[src/rtl/decode_scoreboard_rf_if.sv]
// decode_scoreboard_rf_if
//   Bundles the Fetch-side instruction handshake, the writeback ports and
//   the Execute-side output register of the decode/scoreboard stage.
//   master : upstream/downstream environment (drives I_*, observes O_*)
//   slave  : the decode_scoreboard_rf stage (observes I_*, drives O_*)
interface decode_scoreboard_rf_if #(
    parameter int REG_WIDTH = 32,
    parameter int NUM_REGS  = 16,
    parameter int PC_WIDTH  = 32,
    parameter int OPC_WIDTH = 8,
    parameter int NUM_WB    = 2
);
    localparam int IDX_W = $clog2(NUM_REGS);

    // Fetch side
    logic                        I_Valid;
    logic                        O_Ready;
    logic [PC_WIDTH-1:0]         I_PC;
    logic [OPC_WIDTH-1:0]        I_Opcode;
    logic                        I_Src1En, I_Src2En, I_DestEn;
    logic [IDX_W-1:0]            I_Src1Idx, I_Src2Idx, I_DestIdx;
    logic [REG_WIDTH-1:0]        I_Imm;
    // Writeback ports (port p packed at [p*W +: W])
    logic [NUM_WB-1:0]           I_WbEn;
    logic [NUM_WB*IDX_W-1:0]     I_WbIdx;
    logic [NUM_WB*REG_WIDTH-1:0] I_WbData;
    logic [NUM_WB-1:0]           I_WbSetCC;
    // Execute side
    logic                        O_Valid;
    logic                        I_Ready;
    logic [PC_WIDTH-1:0]         O_PC;
    logic [OPC_WIDTH-1:0]        O_Opcode;
    logic [REG_WIDTH-1:0]        O_Imm;
    logic                        O_DestEn;
    logic [IDX_W-1:0]            O_DestIdx;
    logic [REG_WIDTH-1:0]        O_Src1Value, O_Src2Value;
    logic [2:0]                  O_CC;
    logic [31:0]                 O_StallCount;

    modport master (
        output I_Valid, I_PC, I_Opcode, I_Src1En, I_Src2En, I_DestEn,
               I_Src1Idx, I_Src2Idx, I_DestIdx, I_Imm,
               I_WbEn, I_WbIdx, I_WbData, I_WbSetCC, I_Ready,
        input  O_Ready, O_Valid, O_PC, O_Opcode, O_Imm, O_DestEn, O_DestIdx,
               O_Src1Value, O_Src2Value, O_CC, O_StallCount
    );

    modport slave (
        input  I_Valid, I_PC, I_Opcode, I_Src1En, I_Src2En, I_DestEn,
               I_Src1Idx, I_Src2Idx, I_DestIdx, I_Imm,
               I_WbEn, I_WbIdx, I_WbData, I_WbSetCC, I_Ready,
        output O_Ready, O_Valid, O_PC, O_Opcode, O_Imm, O_DestEn, O_DestIdx,
               O_Src1Value, O_Src2Value, O_CC, O_StallCount
    );
endinterface

[src/rtl/decode_scoreboard_rf.sv]
// decode_scoreboard_rf
//   Register-read / scoreboard stage between Fetch and Execute. Holds the
//   register file and condition code, tracks in-flight writes per register
//   with small counters, bypasses same-cycle writebacks into operand reads,
//   and registers the issued instruction for Execute (1-cycle latency).
// Ports
//   I_CLOCK   : clock, all state on rising edge
//   I_RESET_N : asynchronous active-low reset
//   bus       : decode_scoreboard_rf_if.slave (handshakes, WB ports, outputs)
module decode_scoreboard_rf #(
    parameter int REG_WIDTH = 32,
    parameter int NUM_REGS  = 16,
    parameter int PC_WIDTH  = 32,
    parameter int OPC_WIDTH = 8,
    parameter int NUM_WB    = 2,
    parameter int PEND_BITS = 2
) (
    input logic                  I_CLOCK,
    input logic                  I_RESET_N,
    decode_scoreboard_rf_if.slave bus
);
    localparam int IDX_W = $clog2(NUM_REGS);

    typedef logic [IDX_W-1:0]     idx_t;
    typedef logic [REG_WIDTH-1:0] word_t;
    typedef logic [PEND_BITS-1:0] cnt_t;
    typedef logic [PEND_BITS:0]   cnt_ext_t;   // one spare bit for +1 before -N

    localparam cnt_t PEND_MAX = '1;

    typedef struct packed {
        logic [PC_WIDTH-1:0]  pc;
        logic [OPC_WIDTH-1:0] opcode;
        word_t                imm;
        logic                 dest_en;
        idx_t                 dest_idx;
        word_t                src1;
        word_t                src2;
    } out_t;

    // Unpacked view of the writeback ports
    logic [NUM_WB-1:0] wb_en, wb_set_cc;
    idx_t              wb_idx  [NUM_WB];
    word_t             wb_data [NUM_WB];

    assign wb_en     = bus.I_WbEn;
    assign wb_set_cc = bus.I_WbSetCC;
    for (genvar p = 0; p < NUM_WB; p++) begin : g_wb_unpack
        assign wb_idx[p]  = bus.I_WbIdx[p*IDX_W +: IDX_W];
        assign wb_data[p] = bus.I_WbData[p*REG_WIDTH +: REG_WIDTH];
    end

    word_t       rf_q  [NUM_REGS], rf_d  [NUM_REGS];
    cnt_t        cnt_q [NUM_REGS], cnt_d [NUM_REGS];
    logic [2:0]  cc_q, cc_d;
    logic [31:0] stall_q, stall_d;
    logic        valid_q, valid_d;
    out_t        out_q, out_d;

    logic src1_rdy, src2_rdy, dep_stall, ready, issue, wb_underflow;

    // Number of enabled writeback ports targeting idx this cycle
    function automatic cnt_ext_t wb_hits(input idx_t idx);
        wb_hits = '0;
        for (int p = 0; p < NUM_WB; p++)
            if (wb_en[p] && wb_idx[p] == idx) wb_hits = wb_hits + cnt_ext_t'(1);
    endfunction

    // RF read with bypass; the highest-numbered matching port wins
    function automatic word_t read_operand(input idx_t idx);
        read_operand = rf_q[idx];
        for (int p = 0; p < NUM_WB; p++)
            if (wb_en[p] && wb_idx[p] == idx) read_operand = wb_data[p];
    endfunction

    // A source is ready when every outstanding write to it retires this cycle
    function automatic logic src_ready(input logic en, input idx_t idx);
        src_ready = !en || cnt_q[idx] == '0 || {1'b0, cnt_q[idx]} == wb_hits(idx);
    endfunction

    // Handshake and output register
    always_comb begin
        // NOTE: every variable gets a default before any branch so no path
        // leaves one unassigned and no latch is inferred.
        valid_d  = valid_q;
        out_d    = out_q;
        stall_d  = stall_q;
        src1_rdy = src_ready(bus.I_Src1En, bus.I_Src1Idx);
        src2_rdy = src_ready(bus.I_Src2En, bus.I_Src2Idx);
        dep_stall = bus.I_Valid &
                    (~src1_rdy | ~src2_rdy |
                     (bus.I_DestEn & (cnt_q[bus.I_DestIdx] == PEND_MAX)));
        ready = ~dep_stall & (~valid_q | bus.I_Ready);
        issue = bus.I_Valid & ready;

        if (issue) begin
            valid_d        = 1'b1;
            out_d.pc       = bus.I_PC;
            out_d.opcode   = bus.I_Opcode;
            out_d.imm      = bus.I_Imm;
            out_d.dest_en  = bus.I_DestEn;
            out_d.dest_idx = bus.I_DestIdx;
            out_d.src1     = bus.I_Src1En ? read_operand(bus.I_Src1Idx) : '0;
            out_d.src2     = bus.I_Src2En ? read_operand(bus.I_Src2Idx) : '0;
        end else if (bus.I_Ready) begin
            valid_d = 1'b0;
        end

        if (dep_stall && stall_q != '1) stall_d = stall_q + 32'd1;
    end

    // Writebacks: later ports overwrite earlier ones in both RF and CC
    always_comb begin
        rf_d = rf_q;
        cc_d = cc_q;
        for (int p = 0; p < NUM_WB; p++) begin
            if (wb_en[p]) begin
                rf_d[wb_idx[p]] = wb_data[p];
                if (wb_set_cc[p]) begin
                    if (wb_data[p][REG_WIDTH-1]) cc_d = 3'b100;
                    else if (wb_data[p] == '0)   cc_d = 3'b010;
                    else                         cc_d = 3'b001;
                end
            end
        end
    end

    // Pending counters: +1 on issue with dest, -1 per retiring WB, floor at 0
    always_comb begin
        cnt_ext_t sum, dec;
        wb_underflow = 1'b0;
        for (int r = 0; r < NUM_REGS; r++) begin
            sum = {1'b0, cnt_q[r]} +
                  cnt_ext_t'(issue && bus.I_DestEn && bus.I_DestIdx == idx_t'(r));
            dec = wb_hits(idx_t'(r));
            if (dec > sum) begin
                cnt_d[r]     = '0;
                wb_underflow = 1'b1;
            end else begin
                cnt_d[r] = cnt_t'(sum - dec);
            end
        end
    end

    // NOTE: sequential state uses non-blocking assignments only, so every
    // register samples the pre-edge values regardless of evaluation order.
    always_ff @(posedge I_CLOCK or negedge I_RESET_N) begin
        if (!I_RESET_N) begin
            // NOTE: the register file is cleared on reset because software
            // may read registers before writing them; this forces flops
            // rather than a RAM macro.
            for (int r = 0; r < NUM_REGS; r++) begin
                rf_q[r]  <= '0;
                cnt_q[r] <= '0;
            end
            cc_q    <= '0;
            stall_q <= '0;
            valid_q <= 1'b0;
            out_q   <= '0;
        end else begin
            for (int r = 0; r < NUM_REGS; r++) begin
                rf_q[r]  <= rf_d[r];
                cnt_q[r] <= cnt_d[r];
            end
            cc_q    <= cc_d;
            stall_q <= stall_d;
            valid_q <= valid_d;
            out_q   <= out_d;
        end
    end

`ifndef SYNTHESIS
    // Writeback with no matching pending write: the RF still takes the data
    always @(posedge I_CLOCK)
        if (I_RESET_N && wb_underflow)
            $display("WARNING: decode_scoreboard_rf: writeback to register with no pending write");
`endif

    assign bus.O_Ready      = ready;
    assign bus.O_Valid      = valid_q;
    assign bus.O_PC         = out_q.pc;
    assign bus.O_Opcode     = out_q.opcode;
    assign bus.O_Imm        = out_q.imm;
    assign bus.O_DestEn     = out_q.dest_en;
    assign bus.O_DestIdx    = out_q.dest_idx;
    assign bus.O_Src1Value  = out_q.src1;
    assign bus.O_Src2Value  = out_q.src2;
    assign bus.O_CC         = cc_q;
    assign bus.O_StallCount = stall_q;
endmodule

[src/flat_wrapper.sv]
// flat-port wrapper written by rule: the top's interface ports become plain ports
module decode_scoreboard_rf_flat 
#(
    parameter int REG_WIDTH = 32,
    parameter int NUM_REGS  = 16,
    parameter int PC_WIDTH  = 32,
    parameter int OPC_WIDTH = 8,
    parameter int NUM_WB    = 2,
    parameter int PEND_BITS = 2
)
  (I_CLOCK, I_RESET_N, bus_I_Valid, bus_I_PC, bus_I_Opcode, bus_I_Src1En, bus_I_Src2En, bus_I_DestEn, bus_I_Src1Idx, bus_I_Src2Idx, bus_I_DestIdx, bus_I_Imm, bus_I_WbEn, bus_I_WbIdx, bus_I_WbData, bus_I_WbSetCC, bus_I_Ready, bus_O_Ready, bus_O_Valid, bus_O_PC, bus_O_Opcode, bus_O_Imm, bus_O_DestEn, bus_O_DestIdx, bus_O_Src1Value, bus_O_Src2Value, bus_O_CC, bus_O_StallCount);
  decode_scoreboard_rf_if #(.REG_WIDTH(REG_WIDTH), .NUM_REGS(NUM_REGS), .PC_WIDTH(PC_WIDTH), .OPC_WIDTH(OPC_WIDTH), .NUM_WB(NUM_WB)) bus_i ();
  input logic I_CLOCK;
  input logic I_RESET_N;
  input wire logic [$bits(bus_i.I_Valid)-1:0] bus_I_Valid;
  input wire logic [$bits(bus_i.I_PC)-1:0] bus_I_PC;
  input wire logic [$bits(bus_i.I_Opcode)-1:0] bus_I_Opcode;
  input wire logic [$bits(bus_i.I_Src1En)-1:0] bus_I_Src1En;
  input wire logic [$bits(bus_i.I_Src2En)-1:0] bus_I_Src2En;
  input wire logic [$bits(bus_i.I_DestEn)-1:0] bus_I_DestEn;
  input wire logic [$bits(bus_i.I_Src1Idx)-1:0] bus_I_Src1Idx;
  input wire logic [$bits(bus_i.I_Src2Idx)-1:0] bus_I_Src2Idx;
  input wire logic [$bits(bus_i.I_DestIdx)-1:0] bus_I_DestIdx;
  input wire logic [$bits(bus_i.I_Imm)-1:0] bus_I_Imm;
  input wire logic [$bits(bus_i.I_WbEn)-1:0] bus_I_WbEn;
  input wire logic [$bits(bus_i.I_WbIdx)-1:0] bus_I_WbIdx;
  input wire logic [$bits(bus_i.I_WbData)-1:0] bus_I_WbData;
  input wire logic [$bits(bus_i.I_WbSetCC)-1:0] bus_I_WbSetCC;
  input wire logic [$bits(bus_i.I_Ready)-1:0] bus_I_Ready;
  output wire logic [$bits(bus_i.O_Ready)-1:0] bus_O_Ready;
  output wire logic [$bits(bus_i.O_Valid)-1:0] bus_O_Valid;
  output wire logic [$bits(bus_i.O_PC)-1:0] bus_O_PC;
  output wire logic [$bits(bus_i.O_Opcode)-1:0] bus_O_Opcode;
  output wire logic [$bits(bus_i.O_Imm)-1:0] bus_O_Imm;
  output wire logic [$bits(bus_i.O_DestEn)-1:0] bus_O_DestEn;
  output wire logic [$bits(bus_i.O_DestIdx)-1:0] bus_O_DestIdx;
  output wire logic [$bits(bus_i.O_Src1Value)-1:0] bus_O_Src1Value;
  output wire logic [$bits(bus_i.O_Src2Value)-1:0] bus_O_Src2Value;
  output wire logic [$bits(bus_i.O_CC)-1:0] bus_O_CC;
  output wire logic [$bits(bus_i.O_StallCount)-1:0] bus_O_StallCount;
  assign bus_i.I_Valid = bus_I_Valid;
  assign bus_i.I_PC = bus_I_PC;
  assign bus_i.I_Opcode = bus_I_Opcode;
  assign bus_i.I_Src1En = bus_I_Src1En;
  assign bus_i.I_Src2En = bus_I_Src2En;
  assign bus_i.I_DestEn = bus_I_DestEn;
  assign bus_i.I_Src1Idx = bus_I_Src1Idx;
  assign bus_i.I_Src2Idx = bus_I_Src2Idx;
  assign bus_i.I_DestIdx = bus_I_DestIdx;
  assign bus_i.I_Imm = bus_I_Imm;
  assign bus_i.I_WbEn = bus_I_WbEn;
  assign bus_i.I_WbIdx = bus_I_WbIdx;
  assign bus_i.I_WbData = bus_I_WbData;
  assign bus_i.I_WbSetCC = bus_I_WbSetCC;
  assign bus_i.I_Ready = bus_I_Ready;
  assign bus_O_Ready = bus_i.O_Ready;
  assign bus_O_Valid = bus_i.O_Valid;
  assign bus_O_PC = bus_i.O_PC;
  assign bus_O_Opcode = bus_i.O_Opcode;
  assign bus_O_Imm = bus_i.O_Imm;
  assign bus_O_DestEn = bus_i.O_DestEn;
  assign bus_O_DestIdx = bus_i.O_DestIdx;
  assign bus_O_Src1Value = bus_i.O_Src1Value;
  assign bus_O_Src2Value = bus_i.O_Src2Value;
  assign bus_O_CC = bus_i.O_CC;
  assign bus_O_StallCount = bus_i.O_StallCount;
  decode_scoreboard_rf #(.REG_WIDTH(REG_WIDTH), .NUM_REGS(NUM_REGS), .PC_WIDTH(PC_WIDTH), .OPC_WIDTH(OPC_WIDTH), .NUM_WB(NUM_WB), .PEND_BITS(PEND_BITS)) u_core (.I_CLOCK(I_CLOCK), .I_RESET_N(I_RESET_N), .bus(bus_i));
endmodule
[config.mk]
export PLATFORM = sky130hd
export DESIGN_NAME = decode_scoreboard_rf_flat
export DESIGN_NICKNAME = d
export VERILOG_FILES = /design/src/rtl/decode_scoreboard_rf_if.sv /design/src/rtl/decode_scoreboard_rf.sv /design/src/flat_wrapper.sv
export SDC_FILE = /design/constraint.sdc
export NUM_CORES = 2
export LEC_CHECK = 0
export BUFFER_PORTS_ARGS = -buffer_cell sky130_fd_sc_hd__clkbuf_2
export CAP_MARGIN = 25
export CORE_UTILIZATION = 35
export CTS_CLUSTER_SIZE = 24
export DETAILED_ROUTE_END_ITERATION = 12
export PLACE_DENSITY_LB_ADDON = 0.2
export SLEW_MARGIN = 20
export SYNTH_ARGS = -nofsm -noshare
export SYNTH_HDL_FRONTEND = slang
export SYNTH_SLANG_ARGS = --single-unit
[constraint.sdc]
create_clock -name I_CLOCK -period 5.5 [get_ports I_CLOCK]
set_input_delay 0.275 -clock I_CLOCK [delete_from_list [all_inputs] [get_ports I_CLOCK]]
set_output_delay 0.275 -clock I_CLOCK [all_outputs]
set_load 0.1 [all_outputs]
==> metrics.csv <==
stage;metric;value;unit
run_status;status;complete, no violations;
setup_path;path_max_fanout;60;
drt;vias;34200;
drt;drt_pass1_iterations;7;
drt;dr.first_iter.drc_count;3364;
floorplanning;die_h;359;µm
drt;drc;0;
sta;finalHoldViolations;0;
sta;whs;86.5;ps
setup_path;critical_path_class;flop to primary output;
global_routing;grt_pass1_wl;244;mm
clock_network;clkLatencyLatePin;680;ps
clock_network;cts_setup_buffers;0;
clock_network;clockRootBuffer;clkbuf_16;
drt;routed_wirelength;168;mm
floorplanning;start_util;35.4;%
clock_network;cts_max_path_buffers;3;
layout;syn_to_final_growth;14.6;%
synth;ys_seq_area_share;40.5;%
synth;synth.net_count;4364;
hold_path;hold_depth;2;
sta;min_period;4180;ps
floorplanning;pin_count;345;
floorplanning;rows;130;
placed_design;place.gp.congestion;0.867;
sta;skew;24.9;ps
layout;finalInstanceArea;51000;µm²
drt;postRouteAntennaNets;0;
setup_path;critPathCaptureType;primary output;
sta;setup_tns;0;ps
synth;syn_area_per_cell;10.9;µm²
synth;ys_top_cells_by_area;dfrtp_1 (41%), mux4_2 (17%), mux2i_1 (13%), o21ai_0 (3.3%), a21oi_1 (3.3%);
clock_network;h-tree-depth;3;
synth;ys.flop_type;dfrtp_1;
synth;postSynth.asyncResetShare;100;%
layout;fin_nets;4495;
synth;synth.ff_latch_count;721;
clock_network;clk_pin_slew;60;ps
sta;slew_viol_final;0;
synth;synth.most_common_cell;dfrtp_1;
synth;yosysTopAreaCell;dfrtp_1;
drt;wire_per_inst;28.3;µm
sta;setup_violations;0;
global_routing;antenna_found_initial;20;
floorplanning;dieArea;129000;µm²
global_routing;grt_max_degree;134;
power_and_ir_drop;ir_worst_vdd;0.319;mV
clock_network;cts_tree;done;
sta;slew_headroom;23.9;%
placed_design;hpwl;101;mm
sta;worstMarginPinSlew;1130;ps
synth;synth_area;44500;µm²
synth;synth_commonest_cells;dfrtp_1 (721), mux2i_1 (585), nand2_1 (371);
placed_design;io_buffer_count;344;
layout;drive_gt1_share;23.5;%
setup_path;ff2ff_setup_slack;1460;ps
hold_path;hp-class;primary input to flop;
global_routing;grt_pass1_vias;33600;
synth;synthCells;4098;
clock_network;cts.sinks;721;
global_routing;overflow;0;
sta;fmax;0.239;GHz
sta;min_period_over_period;76.1;%
synth;yosysWarnings;0;
synth;yosysTopAreaCellShare;40.5;%
clock_network;ctsResizeCount;0;
layout;fillers;12100;
power_and_ir_drop;p_per_area;466;nW/µm²
setup_path;start_kind;flop;
floorplanning;die_x;359;µm
setup_path;r2r_cells;16;
synth;ys_types;59;
placed_design;placed_area;47500;µm²
floorplanning;fp.coreArea;126000;µm²
drt;vias_per_cell;5.74;
setup_path;critical_path_arrival;3910;ps
power_and_ir_drop;leakage;22.2;nW
sta;rsz0062_at_grt;no;
synth;synth_edf_count;0;
setup_path;crit_required;5220;ps
job;drv_cap;0;
global_routing;track_usage;25.9;%
clock_network;cts_buffers;85;
## repair_timing
item | in CTS | in global routing
hold endpoints to repair | 155 | 0
hold buffers | 77 | 0
setup endpoints to repair | 0 | 0
## cell families after synthesis
kind of cell	Yosys count	synth area share, %
AOI/OAI and AO/OA	725	8.99
and+or+nand+nor	947	9.12
xor gates and xnor gates	64	1.26
muxes	1001	32.5
DFF	721	40.5
adders and majority gates	99	2.78
buffers and inverters	541	4.79
## final timing paths
kind                                               to                  startpoint
hold reg to reg            u_core.bus.O_Src1Value[19]  u_core.bus.O_Src1Value[19]
hold / removal                u_core.bus.O_DestIdx[0]            bus_I_DestIdx[0]
setup / recovery                          bus_O_Ready            u_core.cnt_q[10]
max in group asynchronous             u_core.rf_q[59]                   I_RESET_N
min in group asynchronous         u_core.bus.O_PC[10]                   I_RESET_N
setup reg to reg                     u_core.cnt_q[15]            u_core.cnt_q[13]
## routing by layer
layer | global-route usage, % | up-vias | part of all wire (%) | wire length [µm]
met5 | 0 | - | 0.12 | 202
met4 | 9.02 | 34 | 3.3 | 5610
met3 | 5.64 | 332 | 7.7 | 12900
met2 | 42.5 | 1406 | 47 | 79400
met1 | 33.7 | 17300 | 42 | 70200
li1 | - | 15100 | - | -
## sequential cells by signal, summed over array words and instances (netlist names), 3 cells and up
register	cells
u_core.rf_q	512
u_core.bus.O_Src1Value	32
u_core.bus.O_Imm	32
u_core.bus.O_Src2Value	32
u_core.bus.O_Opcode	8
u_core.bus.O_StallCount	32
u_core.cnt_q	32
u_core.bus.O_PC	32
u_core.bus.O_DestIdx	4
u_core.bus.O_CC	3
## critical path, stage by stage (launching register included)
cell	delay [ps]
dfrtp_1	480
mux4_2	490
o22a_1	220
a31oi_1	270
a21o_1	160
a2bb2oi_1	80
o211ai_4	180
buf_4	760
a21boi_1	150
clkbuf_2	410
## layout by cell type, fill, tap and decap left out, types with 5 or more instances in the layout
cell type        n
nand3_1         28
clkbuf_1        24
mux4_2         337
nand2_1        364
ha_1            99
clkbuf_2       335
nor3_1          60
nor2b_1          5
clkinv_2        21
clkbuf_8         8
nor2_4          12
inv_1           88
nand4_1         19
clkbuf_16       86
o211ai_1        32
nand2_4          7
a21o_1          65
mux2i_1        585
xnor2_1         35
a211oi_1        12
mux2_2          40
nor2_1         335
o21ai_0        296
mux2_4          39
buf_12           7
o31ai_1          5
dlygate4sd3_1   77
and3_1          11
dfrtp_1        721
a21oi_1        293
nor4_1          56
xor2_1          29
bufinv_16        7
buf_4           70
nand2b_1         8
nor3b_1          5
## metrics by stage
step	util [%]	power [W]	worst slack, ps	cells
2_1_floorplan	-	0.0157	506	4098
3_3_place_gp	37.7	0.0179	1060	5713
3_5_place_dp	37.7	0.0180	1010	5713
4_1_cts	40.5	0.0238	1330	5944
5_1_grt	40.5	0.0248	1120	5946
6_report	40.5	0.0238	1320	5948
## power breakdown
part | internal, W | switching, W | leakage [nW]
Clock | 0.00332 | 0.00244 | 1.35
Combinational | 0.00310 | 0.00673 | 12.1
Sequential | 0.00688 | 0.00133 | 8.74
Total | 0.0133 | 0.0105 | 22.2
## cell type report
type / count / area (µm²) / share of cell area [%]
tap: 1650 / 2060 / 4.05
multi-input combinational: 2836 / 24600 / 48.3
inverter: 89 / 334 / 0.655
clock buffer: 118 / 2350 / 4.61
timing repair buffer: 496 / 3200 / 6.26
antenna: 2 / 5.00 / 0.00981
sequential: 721 / 18000 / 35.4
clock inverter: 36 / 389 / 0.763
No activity file was read; power rests on OpenSTA's default activity.
